==> src/rtl/mem_pkg.sv <==
// Shared types and defaults for the memory responder: FSM states, access kinds,
// default widths/latency and the word-offset mask applied to RAM addresses.
package mem_pkg;

  localparam int MEM_ADDR_W  = 32;
  localparam int MEM_DATA_W  = 32;
  localparam int MEM_RAM_LAT = 2;

  // Byte-offset bits cleared to form a word-aligned RAM address.
  localparam logic [1:0] WORD_OFFSET_MASK = 2'b11;

  typedef enum logic [1:0] {
    IDLE     = 2'd0,
    D_ACCESS = 2'd1,
    I_ACCESS = 2'd2,
    DONE     = 2'd3
  } mem_state_e;

  typedef enum logic [1:0] {
    OP_FETCH = 2'd0,
    OP_LOAD  = 2'd1,
    OP_STORE = 2'd2
  } mem_op_e;

endpackage

==> src/rtl/mem_lat_counter.sv <==
// Loadable down-counter with a zero flag; times the RAM access window.
module mem_lat_counter #(
  parameter int W = 2
) (
  input  logic         clk,
  input  logic         rst_n,
  input  logic         load,
  input  logic [W-1:0] load_val,
  input  logic         dec,
  output logic         zero
);

  logic [W-1:0] cnt_q;
  logic [W-1:0] cnt_d;

  always_comb begin
    cnt_d = cnt_q;
    if (load) begin
      cnt_d = load_val;
    end else if (dec && (cnt_q != '0)) begin
      cnt_d = cnt_q - W'(1);
    end
  end

  always_ff @(posedge clk or negedge rst_n) begin
    if (!rst_n) begin
      cnt_q <= '0;
    end else begin
      cnt_q <= cnt_d;
    end
  end

  assign zero = (cnt_q == '0);

endmodule

==> src/rtl/mem_responder.sv <==
// Single-port RAM responder serving data and fetch requests one at a time,
// data first, with a fixed access latency and one-cycle ready pulses.
module mem_responder
  import mem_pkg::*;
#(
  parameter int ADDR_W  = MEM_ADDR_W,
  parameter int DATA_W  = MEM_DATA_W,
  parameter int RAM_LAT = MEM_RAM_LAT
) (
  input  logic              clk,
  input  logic              nRST,
  input  logic [ADDR_W-1:0] imem_addr,
  input  logic              imem_ren,
  input  logic [ADDR_W-1:0] dmem_addr,
  input  logic [DATA_W-1:0] dmem_wdata,
  input  logic              dmem_ren,
  input  logic              dmem_wen,
  output logic [DATA_W-1:0] instr_out,
  output logic              i_ready,
  output logic [DATA_W-1:0] memload,
  output logic              d_ready,
  output logic [ADDR_W-1:0] ram_addr,
  output logic [DATA_W-1:0] ram_store,
  output logic              ram_ren,
  output logic              ram_wen,
  input  logic [DATA_W-1:0] ram_load
);

  if ((RAM_LAT < 1) || (RAM_LAT > 15)) begin : g_bad_lat
    $error("mem_responder: RAM_LAT must be within 1..15");
  end

  localparam int              CNT_W    = $clog2(RAM_LAT + 1);
  localparam logic [CNT_W-1:0] CNT_INIT = CNT_W'(RAM_LAT - 1);

  mem_state_e        state_q, state_d;
  mem_op_e           op_q, op_d;
  logic [ADDR_W-1:0] addr_q, addr_d;
  logic [DATA_W-1:0] wdata_q, wdata_d;
  logic [DATA_W-1:0] instr_q, instr_d;
  logic [DATA_W-1:0] memload_q, memload_d;
  logic              cnt_load;
  logic              cnt_dec;
  logic              cnt_zero;
  logic              in_access;

  assign in_access = (state_q == D_ACCESS) || (state_q == I_ACCESS);
  assign cnt_dec   = in_access;

  mem_lat_counter #(.W(CNT_W)) u_lat_counter (
    .clk      (clk),
    .rst_n    (nRST),
    .load     (cnt_load),
    .load_val (CNT_INIT),
    .dec      (cnt_dec),
    .zero     (cnt_zero)
  );

  always_ff @(posedge clk or negedge nRST) begin
    if (!nRST) begin
      state_q   <= IDLE;
      op_q      <= OP_FETCH;
      addr_q    <= '0;
      wdata_q   <= '0;
      instr_q   <= '0;
      memload_q <= '0;
    end else begin
      state_q   <= state_d;
      op_q      <= op_d;
      addr_q    <= addr_d;
      wdata_q   <= wdata_d;
      instr_q   <= instr_d;
      memload_q <= memload_d;
    end
  end

  // Request inputs only matter in IDLE; the access runs on the latched copy.
  always_comb begin
    state_d   = state_q;
    op_d      = op_q;
    addr_d    = addr_q;
    wdata_d   = wdata_q;
    instr_d   = instr_q;
    memload_d = memload_q;
    cnt_load  = 1'b0;
    unique case (state_q)
      IDLE: begin
        if (dmem_wen || dmem_ren) begin
          state_d  = D_ACCESS;
          op_d     = dmem_wen ? OP_STORE : OP_LOAD;
          addr_d   = dmem_addr;
          wdata_d  = dmem_wdata;
          cnt_load = 1'b1;
        end else if (imem_ren) begin
          state_d  = I_ACCESS;
          op_d     = OP_FETCH;
          addr_d   = imem_addr;
          cnt_load = 1'b1;
        end
      end
      D_ACCESS, I_ACCESS: begin
        if (cnt_zero) begin
          state_d = DONE;
          if (op_q == OP_LOAD) memload_d = ram_load;
          if (op_q == OP_FETCH) instr_d = ram_load;
        end
      end
      DONE:    state_d = IDLE;
      default: state_d = IDLE;
    endcase
  end

  always_comb begin
    ram_addr  = '0;
    ram_store = '0;
    ram_ren   = 1'b0;
    ram_wen   = 1'b0;
    i_ready   = 1'b0;
    d_ready   = 1'b0;
    if (in_access) begin
      ram_addr  = addr_q & ~ADDR_W'(WORD_OFFSET_MASK);
      ram_store = wdata_q;
      ram_wen   = (op_q == OP_STORE);
      ram_ren   = (op_q != OP_STORE);
    end else if (state_q == DONE) begin
      i_ready = (op_q == OP_FETCH);
      d_ready = (op_q != OP_FETCH);
    end
  end

  assign instr_out = instr_q;
  assign memload   = memload_q;

endmodule

==> config.mk <==
export PLATFORM = sky130hd
export DESIGN_NAME = mem_responder
export DESIGN_NICKNAME = d
export VERILOG_FILES = /design/src/rtl/mem_pkg.sv /design/src/rtl/mem_lat_counter.sv /design/src/rtl/mem_responder.sv
export SDC_FILE = /design/constraint.sdc
export NUM_CORES = 1
export LEC_CHECK = 0
export BUFFER_PORTS_ARGS = -buffer_cell sky130_fd_sc_hd__buf_2
export CORE_MARGIN = 3
export CORE_UTILIZATION = 45
export CTS_BUF_LIST = sky130_fd_sc_hd__clkbuf_4 sky130_fd_sc_hd__clkbuf_8
export CTS_CLUSTER_DIAMETER = 120
export DETAILED_ROUTE_END_ITERATION = 12
export PLACE_DENSITY = 0.77
export SYNTH_ARGS = -nofsm -noshare
export SYNTH_HDL_FRONTEND = slang
export SYNTH_SLANG_ARGS = --single-unit
==> constraint.sdc <==
create_clock -name clk -period 2.6 [get_ports clk]
set_input_delay 0.13 -clock clk [delete_from_list [all_inputs] [get_ports clk]]
set_output_delay 0.13 -clock clk [all_outputs]
set_load 0.03 [all_outputs]
==> flow_summary.json, run 1 <==
{
  "grt_most_used_layer": "met2",
  "final_common_cell": "buf_2",
  "final_cell_mix": "buf_2, dfrtp_1, dlygate4sd3_1, mux2_2, and2_1",
  "p_clk_share_pct": 16.7,
  "path_class": "reg2out",
  "synth_cells": 449,
  "tightest_slew_ns": 1.18,
  "p_sw_share_pct": 45.6,
  "fin_area_um2": 8980,
  "post-place-cells": 859,
  "start_kind": "flip-flop",
  "place_area_um2": 7290,
  "maxSlewHeadroom_pct": 21.6,
  "num_antenna_cells": 0,
  "synth_edf_count": 0,
  "grt_usage_pct": 24.0,
  "root_buffer": "clkbuf_8",
  "reg2regPathDepth": 6,
  "p_seq_share_pct": 29.5,
  "p_per_area_nw_per_um2": 1390,
  "arrival_ns": 2.18,
  "grtUsageMet1_pct": 27.1,
  "ys_warn_count": 0,
  "async_flop_share_pct": 100,
  "cts_sinks": 132,
  "final_max_slew_viol_count": 0,
  "hold_viol": 0,
  "cts.clk_slew.worst_paths_ns": 0.08,
  "worst-path-buf-inv": 3,
  "clk_latency_ns": 0.44,
  "critical_path.max_fanout": 69,
  "core_area_um2": 12700,
  "switchingPower_mw": 5.70,
  "grt_setup_unrepaired": "false",
  "slowest_stage": "buf_4",
  "numCtsBuffers": 17,
  "path_depth": 5,
  "grt_util_met3_pct": 6.50,
  "min_path_type": "in2reg",
  "synth_seq_area_share_pct": 56.5,
  "period_share_pct": 88.8,
  "period_minus_slack_ns": 2.31,
  "cp_cell_sequence": "inv_1 -> ha_1 -> buf_4 -> a21boi_0 -> buf_2",
  "setup_viol": 0,
  "grt-ovfl-total": 0,
  "wl_per_cell_um": 16.8,
  "via_per_inst": 4.85,
  "cp-end-kind": "output pin",
  "first_pass_iters": 6,
  "syn_area_um2": 5840,
  "cts_resized": 0,
  "ant_nets": 0,
  "fill_cells": 859,
  "routed_wl_um": 17000,
  "p_leak_nw": 4.51,
  "htreeDepth": 4,
  "final_util_pct": 70.9,
  "fin_setup_tns_ns": 0,
  "std_cell_rows": 41,
  "grt_pass1_vias": 5255,
  "cts_buffer_depth": 2,
  "drive_above_1_share_pct": 47.4,
  "ioPinCount": 265,
  "skew_ns": 0.0151,
  "met2_usage_pct": 43.6,
  "place_congestion": 0.710,
  "crit_family": "buffers and inverters",
  "cp.required_ns": 2.47,
  "io_buffers": 258,
  "fmax_ghz": 0.433,
  "ys_types": 33,
  "dieArea_um2": 14400,
  "die_h_um": 120,
  "total_power_mw": 12.5,
  "ys_ff_latch": 132,
  "cts_setup_buffers": 0,
  "cpPeakStageDelay_ns": 0.45,
  "final-instance-count-excl-fill": 1011,
  "area_growth_pct": 53.6,
  "grt_pass1_wl_um": 27100,
  "vias": 4901,
  "die_w_um": 120,
  "grt_antenna_before_repair": 0,
  "yosys_most_used_dff": "dfrtp_1",
  "final_nets": 962,
  "hpwl_um": 10200,
  "start_util_pct": 46.1,
  "grt_max_degree": 84,
  "holdPathStages": 3,
  "detailedRoute.firstIterationViolations": 287,
  "syn_area_per_cell_um2": 13.0,
  "route.detailed.drc": 0,
  "pwr-share-comb_pct": 53.8,
  "tritoncts": "built",
  "ir_drop_v": 0.000840,
  "cap_violations": 0,
  "internal-power_mw": 6.81,
  "status": "complete, no violations"
}
==> synth_stat cells, types with 2 or more instances <==
cell type  instances  share of area (%)
buf_4              2               0.26
mux2_4            30                7.7
clkbuf_1          14               0.90
mux2i_1           31                5.3
buf_6              3               0.58
inv_1              4               0.26
ha_1               3               0.64
mux2_1             2               0.39
dfrtp_1          132                 57
mux2_2            64                 12
o21ai_0           32                2.7
buf_2             10               0.86
nor2_1             4               0.26
and2_1            62                6.6
nand2_1           38                2.4
==> kinds of logic after synthesis <==
| group | synth area share (%) |
|---|---|
| xor gates and xnor gates | 0.150 |
| AOI/OAI and AO/OA | 3.83 |
| buffers and inverters | 2.91 |
| adders and majority gates | 0.642 |
| and+or+nand+nor | 10.1 |
| muxes | 25.7 |
| DFF | 56.5 |
| other | 0.0642 |
==> routing by layer <==
metal / vias up / part of all wire, %
met4: 0 / 2.1
li1: 2278 / -
met3: 29 / 6.6
met5: - / 0
met1: 2386 / 38
met2: 208 / 54
==> state kept, by name, indices dropped and copies added (netlist names) <==
name,count
instr_out,32
state_q,2
memload,32
wdata_q,32
addr_q,30
u_lat_counter.cnt_q,2
op_q,2
==> worst min-delay path: stages <==
cell and delay, ns:
buf_2 0.08, mux2i_1 0.06, o21ai_0 0.15
==> cell type report <==
| cell class | instances | area (um^2) | share of cell area, % |
|---|---|---|---|
| inverter | 5 | 18.8 | 0.209 |
| clock inverter | 15 | 250 | 2.79 |
| timing repair buffer | 386 | 2550 | 28.5 |
| multi-input combinational | 284 | 2400 | 26.8 |
| tap | 172 | 215 | 2.40 |
| sequential | 132 | 3300 | 36.8 |
| clock buffer | 17 | 234 | 2.61 |
==> power groups by stage <==
stage | logic [mW] | clock network, mW | registers, mW
final | 6.73 | 2.09 | 3.68
after global routing | 7.14 | 2.23 | 3.80
after CTS | 6.70 | 2.14 | 3.64
after detailed placement | 6.52 | 0 | 3.66
after global placement | 6.39 | 0 | 3.58
after floorplan | 3.72 | 0 | 4.56
==> final timing paths <==
path / startpoint / end / slack, ns
min reg2reg: addr_q[2] / addr_q[2] / 0.47
max reg2reg: state_q[1] / memload[10] / 0.51
min: imem_addr[8] / addr_q[8] / 0.03
max: state_q[1] / ram_ren / 0.29
min in group asynchronous: nRST / instr_out[6] / 0.41
max in group asynchronous: nRST / u_lat_counter.cnt_q[0] / 1.38
==> through the flow <==
step | hold WS [ns] | setup slack [ns]
2_1_floorplan | -0.166 | 0.728
3_3_place_gp | 0.265 | 0.583
3_5_place_dp | 0.281 | 0.554
4_1_cts | 0.00154 | 0.242
5_1_grt | 0.0229 | 0.0993
6_report | 0.0313 | 0.290
==> timing repair <==
action	in CTS	in global routing
hold buffers	120	0
endpoints found under the setup margin	0	0
hold endpoints to repair	252	0
No activity file was read; power rests on OpenSTA's default activity.
==> inputs of run 2 (changes only) <==
Settings changed: PLACE_DENSITY 0.77 to 0.81.
==> run 2 against run 1 <==
Compared with the run above: combinational power is essentially flat; sequential share of layout area grew 0.59 points; flip-flop and latch count is the same; clock skew is essentially flat; global-route usage is essentially flat; sequential power is essentially flat; register-to-register slack is essentially flat; first-iteration DRC count shrank 4.5%.
==> flow_summary.json, run 2 (synthesis results as in run 1) <==
{
  "p_leak_nw": 4.46,
  "reg2regPathDepth": 6,
  "start_util_pct": 46.1,
  "grt_usage_pct": 24.0,
  "ir_drop_v": 0.000641,
  "hpwl_um": 10400,
  "place_congestion": 0.770,
  "maxSlewHeadroom_pct": 45.9,
  "vias": 4884,
  "final_cell_mix": "buf_2, dfrtp_1, dlygate4sd3_1, mux2_2, and2_1",
  "core_area_um2": 12700,
  "num_antenna_cells": 0,
  "grt_setup_unrepaired": "false",
  "drive_above_1_share_pct": 47.9,
  "final_nets": 956,
  "min_path_type": "in2reg",
  "start_kind": "flip-flop",
  "hold_viol": 0,
  "arrival_ns": 2.09,
  "io_buffers": 258,
  "holdPathEnd": "addr_q[12]",
  "grt_pass1_vias": 5379,
  "tritoncts": "built",
  "root_buffer": "clkbuf_8",
  "grt_antenna_before_repair": 0,
  "period_minus_slack_ns": 2.22,
  "fin_setup_tns_ns": 0,
  "status": "complete, no violations",
  "setup.reg_to_reg.worst_slack_ns": 0.51,
  "setup_viol": 0,
  "fin_area_um2": 8840,
  "fmax_ghz": 0.450,
  "cp.required_ns": 2.47,
  "critical_path.max_fanout": 69,
  "cap_violations": 0,
  "ioPinCount": 265,
  "final_max_slew_viol_count": 0,
  "clk_latency_ns": 0.44,
  "p_per_area_nw_per_um2": 1370,
  "total_power_mw": 12.1,
  "period_share_pct": 85.4,
  "grt-ovfl-total": 0,
  "detailedRoute.firstIterationViolations": 274,
  "route.detailed.drc": 0,
  "cp-end-kind": "output pin",
  "std_cell_rows": 41,
  "final_util_pct": 69.7,
  "numCtsBuffers": 17,
  "ant_nets": 0,
  "skew_ns": 0.0152,
  "via_per_inst": 4.86,
  "place_area_um2": 7310,
  "holdPathStages": 3,
  "dieArea_um2": 14400,
  "reg2reg_from": "u_lat_counter.cnt_q[0]",
  "cts_resized": 0,
  "routed_wl_um": 17200,
  "htreeDepth": 4,
  "grt_pass1_wl_um": 27000,
  "tightest_slew_ns": 0.811,
  "cts.clk_slew.worst_paths_ns": 0.07,
  "r2r_end": "memload[29]",
  "final_common_cell": "buf_2",
  "cts_sinks": 132,
  "cts_buffer_depth": 2,
  "die_w_um": 120,
  "wl_per_cell_um": 17.1,
  "die_h_um": 120,
  "area_growth_pct": 51.2,
  "min_from": "imem_addr[12]",
  "grt_max_degree": 70,
  "first_pass_iters": 4,
  "path_class": "reg2out"
}
==> run 2: cell count changes in the layout (fill, tap and decap cells not counted) <==
| cell | delta |
|---|---|
| clkbuf_4 | +2 |
| buf_12 | +1 |
| clkinvlp_4 | -1 |
| bufinv_16 | -4 |
| dlygate4sd3_1 | -7 |
| clkbuf_8 | +1 |
| clkinv_2 | +3 |
| inv_6 | -1 |
==> run 2: report_power, final <==
group / leakage [nW] / switching, mW / internal, mW / total (mW)
clock: 0.196 / 0.805 / 0.898 / 1.70
sequential: 1.58 / 0.592 / 3.10 / 3.69
combinational: 2.69 / 4.26 / 2.46 / 6.72
total: 4.46 / 5.66 / 6.45 / 12.1
==> run 2: final cells by class <==
class                   count  area, um^2
clock inverters            12         129
flip-flops and latches    132        3300
multi-input cells         284        2400
clock buffers              20         263
inverters                   5        18.8
repair buffers            380        2500
well taps                 172         215
fillers                   853        3830
==> run 2: repair_timing <==
action                    CTS  global route
hold endpoints to repair  160             1
setup buffers               0             0
hold buffers              111             2
==> run 2: metrics by stage <==
step                      std cells  hold WS (ns)  worst slack (ns)
after floorplan                 450        -0.166             0.728
after global placement          860         0.134             0.589
after detailed placement        860         0.138             0.520
after CTS                      1003       0.00149             0.337
after global routing           1005       0.00535             0.158
final                          1005        0.0129             0.379
==> run 2: worst max-delay path by stage <==
stage                                 from         end  cells past startpoint
floorplan                       state_q[1]     ram_ren                      4
global placement    u_lat_counter.cnt_q[0]  memload[4]                      6
detailed placement  u_lat_counter.cnt_q[0]  memload[6]                      6
CTS                             state_q[1]     ram_wen                      5
global route                    state_q[0]     i_ready                      6
finish                          state_q[1]     ram_wen                      5
==> run 2: critical path, stage by stage (launching register included) <==
cell and delay [ns]:
dfrtp_1 0.39, inv_1 0.06, ha_1 0.28, buf_4 0.46, and3_1 0.25, buf_2 0.21
==> run 2: routing by layer <==
| layer | up-vias | routed length [um] | global-route usage, % |
|---|---|---|---|
| met5 | - | 0 | 0 |
| met4 | 0 | 444 | 9.23 |
| met3 | 42 | 1300 | 8.01 |
| met2 | 231 | 9080 | 43.4 |
| met1 | 2352 | 6330 | 25.9 |
| li1 | 2259 | - | - |
==> inputs of run 3 (changes only) <==
Settings changed: CELL_PAD_IN_SITES_DETAIL_PLACEMENT set to 0, CELL_PAD_IN_SITES_GLOBAL_PLACEMENT set to 1, CORE_UTILIZATION 45 to 37, PLACE_DENSITY 0.81 to 0.86.
==> run 3 against run 2 <==
Compared with the run above: first-iteration DRC count down 54%; sequential power about the same; non-clock buffer count up 7; register-to-register slack about the same; clock-buffer cell count down 1; final cell count up 4.4%; critical endpoint is now i_ready; largest cell class unchanged; largest power group unchanged.
==> flow_summary.json, run 3 (synthesis results as in run 1) <==
{
  "status": "complete, no violations",
  "place_congestion": 0.750,
  "cts_sinks": 132,
  "ir_drop_v": 0.000651,
  "maxSlewHeadroom_pct": 60.3,
  "fin_ws_ns": 0.338,
  "p_leak_nw": 4.50,
  "grt_pass1_wl_um": 27000,
  "cpPeakStageDelay_ns": 0.40,
  "fin_setup_tns_ns": 0,
  "grt_max_degree": 70,
  "tightest_slew_ns": 0.596,
  "final_common_cell": "buf_2",
  "grt_antenna_before_repair": 0,
  "cp-end-kind": "output pin",
  "cts_buffer_depth": 2,
  "cp.required_ns": 2.47,
  "root_buffer": "clkbuf_8",
  "start_util_pct": 38.2,
  "grt_setup_unrepaired": "false",
  "fmax_ghz": 0.442,
  "min_path_type": "in2reg",
  "via_per_inst": 4.65,
  "path_class": "reg2out",
  "final_util_pct": 58.6,
  "routed_wl_um": 16300,
  "detailedRoute.firstIterationViolations": 126,
  "cap_violations": 0,
  "final_cell_mix": "buf_2, dfrtp_1, dlygate4sd3_1, mux2_2, and2_1",
  "clk_latency_ns": 0.44,
  "wl_per_cell_um": 15.5,
  "dpl_worst_slack_ns": 0.522,
  "path_depth": 6,
  "final_nets": 963,
  "hold_viol": 0,
  "cts_setup_buffers": 0,
  "htreeDepth": 4,
  "crit_family": "buffers and inverters",
  "area_growth_pct": 53.6,
  "tritoncts": "built",
  "drive_above_1_share_pct": 47.3,
  "period_share_pct": 87.0,
  "num_antenna_cells": 0,
  "cp_cell_sequence": "inv_1 -> ha_1 -> buf_4 -> nand2b_1 -> nor3_1 -> buf_2",
  "ant_nets": 0,
  "cts.clk_slew.worst_paths_ns": 0.07,
  "critical_path.max_fanout": 69,
  "route.detailed.drc": 0,
  "worst-path-buf-inv": 3,
  "grt-ovfl-total": 0,
  "skew_ns": 0.0134,
  "start_kind": "flip-flop",
  "slowest_stage": "dfrtp_1",
  "grt_pass1_vias": 5335,
  "grt_usage_pct": 19.2,
  "die_w_um": 132,
  "cts_resized": 0,
  "setup_viol": 0,
  "io_buffers": 258,
  "numCtsBuffers": 17,
  "reg2regPathDepth": 6,
  "ioPinCount": 265,
  "vias": 4878,
  "holdPathStages": 3,
  "hpwl_um": 10200,
  "std_cell_rows": 45,
  "p_per_area_nw_per_um2": 1350,
  "period_minus_slack_ns": 2.26,
  "postCtsHoldBufs": 121,
  "first_pass_iters": 4,
  "final_max_slew_viol_count": 0,
  "die_h_um": 132,
  "core_area_um2": 15300,
  "dieArea_um2": 17300,
  "arrival_ns": 2.13
}
[run 3: area by class of cell]
class,instances,area (um^2)
fill,1260,6340
sequential,132,3300
timing repair buffer,387,2580
multi-input combinational,284,2400
tap,211,264
clock buffer,19,262
clock inverter,11,151
inverter,5,18.8
[run 3: path summary, 6_finish.rpt]
path	from	endpoint	slack, ns
worst max-delay path	state_q[1]	i_ready	0.34
worst min-delay path	dmem_addr[6]	addr_q[6]	0.02
worst min register to register	addr_q[4]	addr_q[4]	0.47
min in group asynchronous	nRST	memload[17]	0.18
max in group asynchronous	nRST	instr_out[11]	1.55
worst max register to register	state_q[1]	memload[3]	0.52
[run 3: worst min-delay path: stages]
cell and delay [ns]:
buf_2 0.07, mux2i_1 0.06, o21ai_0 0.16
[run 3: stage by stage]
step / power [mW] / cells / hold slack (ns) / instance area, um^2
5_1_grt: 12.9 / 1049 / 0.0334 / 8980
3_3_place_gp: 10.0 / 898 / 0.104 / 7350
6_report: 12.1 / 1049 / 0.0238 / 8980
3_5_place_dp: 10.2 / 898 / 0.114 / 7350
2_1_floorplan: 8.28 / 450 / -0.166 / 5850
4_1_cts: 12.2 / 1049 / 0.00240 / 8980
[run 3: layer usage]
metal / GRT usage (%) / wire [um] / share of wire, % / vias up
li1: - / - / - / 2280
met1: 21.1 / 6350 / 39 / 2364
met2: 34.6 / 8540 / 53 / 203
met3: 5.74 / 1020 / 6.3 / 31
met4: 7.47 / 354 / 2.2 / 0
met5: 0 / 0 / 0 / -
[run 3: where the power goes]
group          leakage [nW]  switching (mW)  internal [mW]  total [mW]
sequential             1.58           0.559           3.10        3.66
clock                 0.208           0.798          0.995        1.79
combinational          2.72            4.22           2.46        6.68
total                  4.50            5.57           6.56        12.1
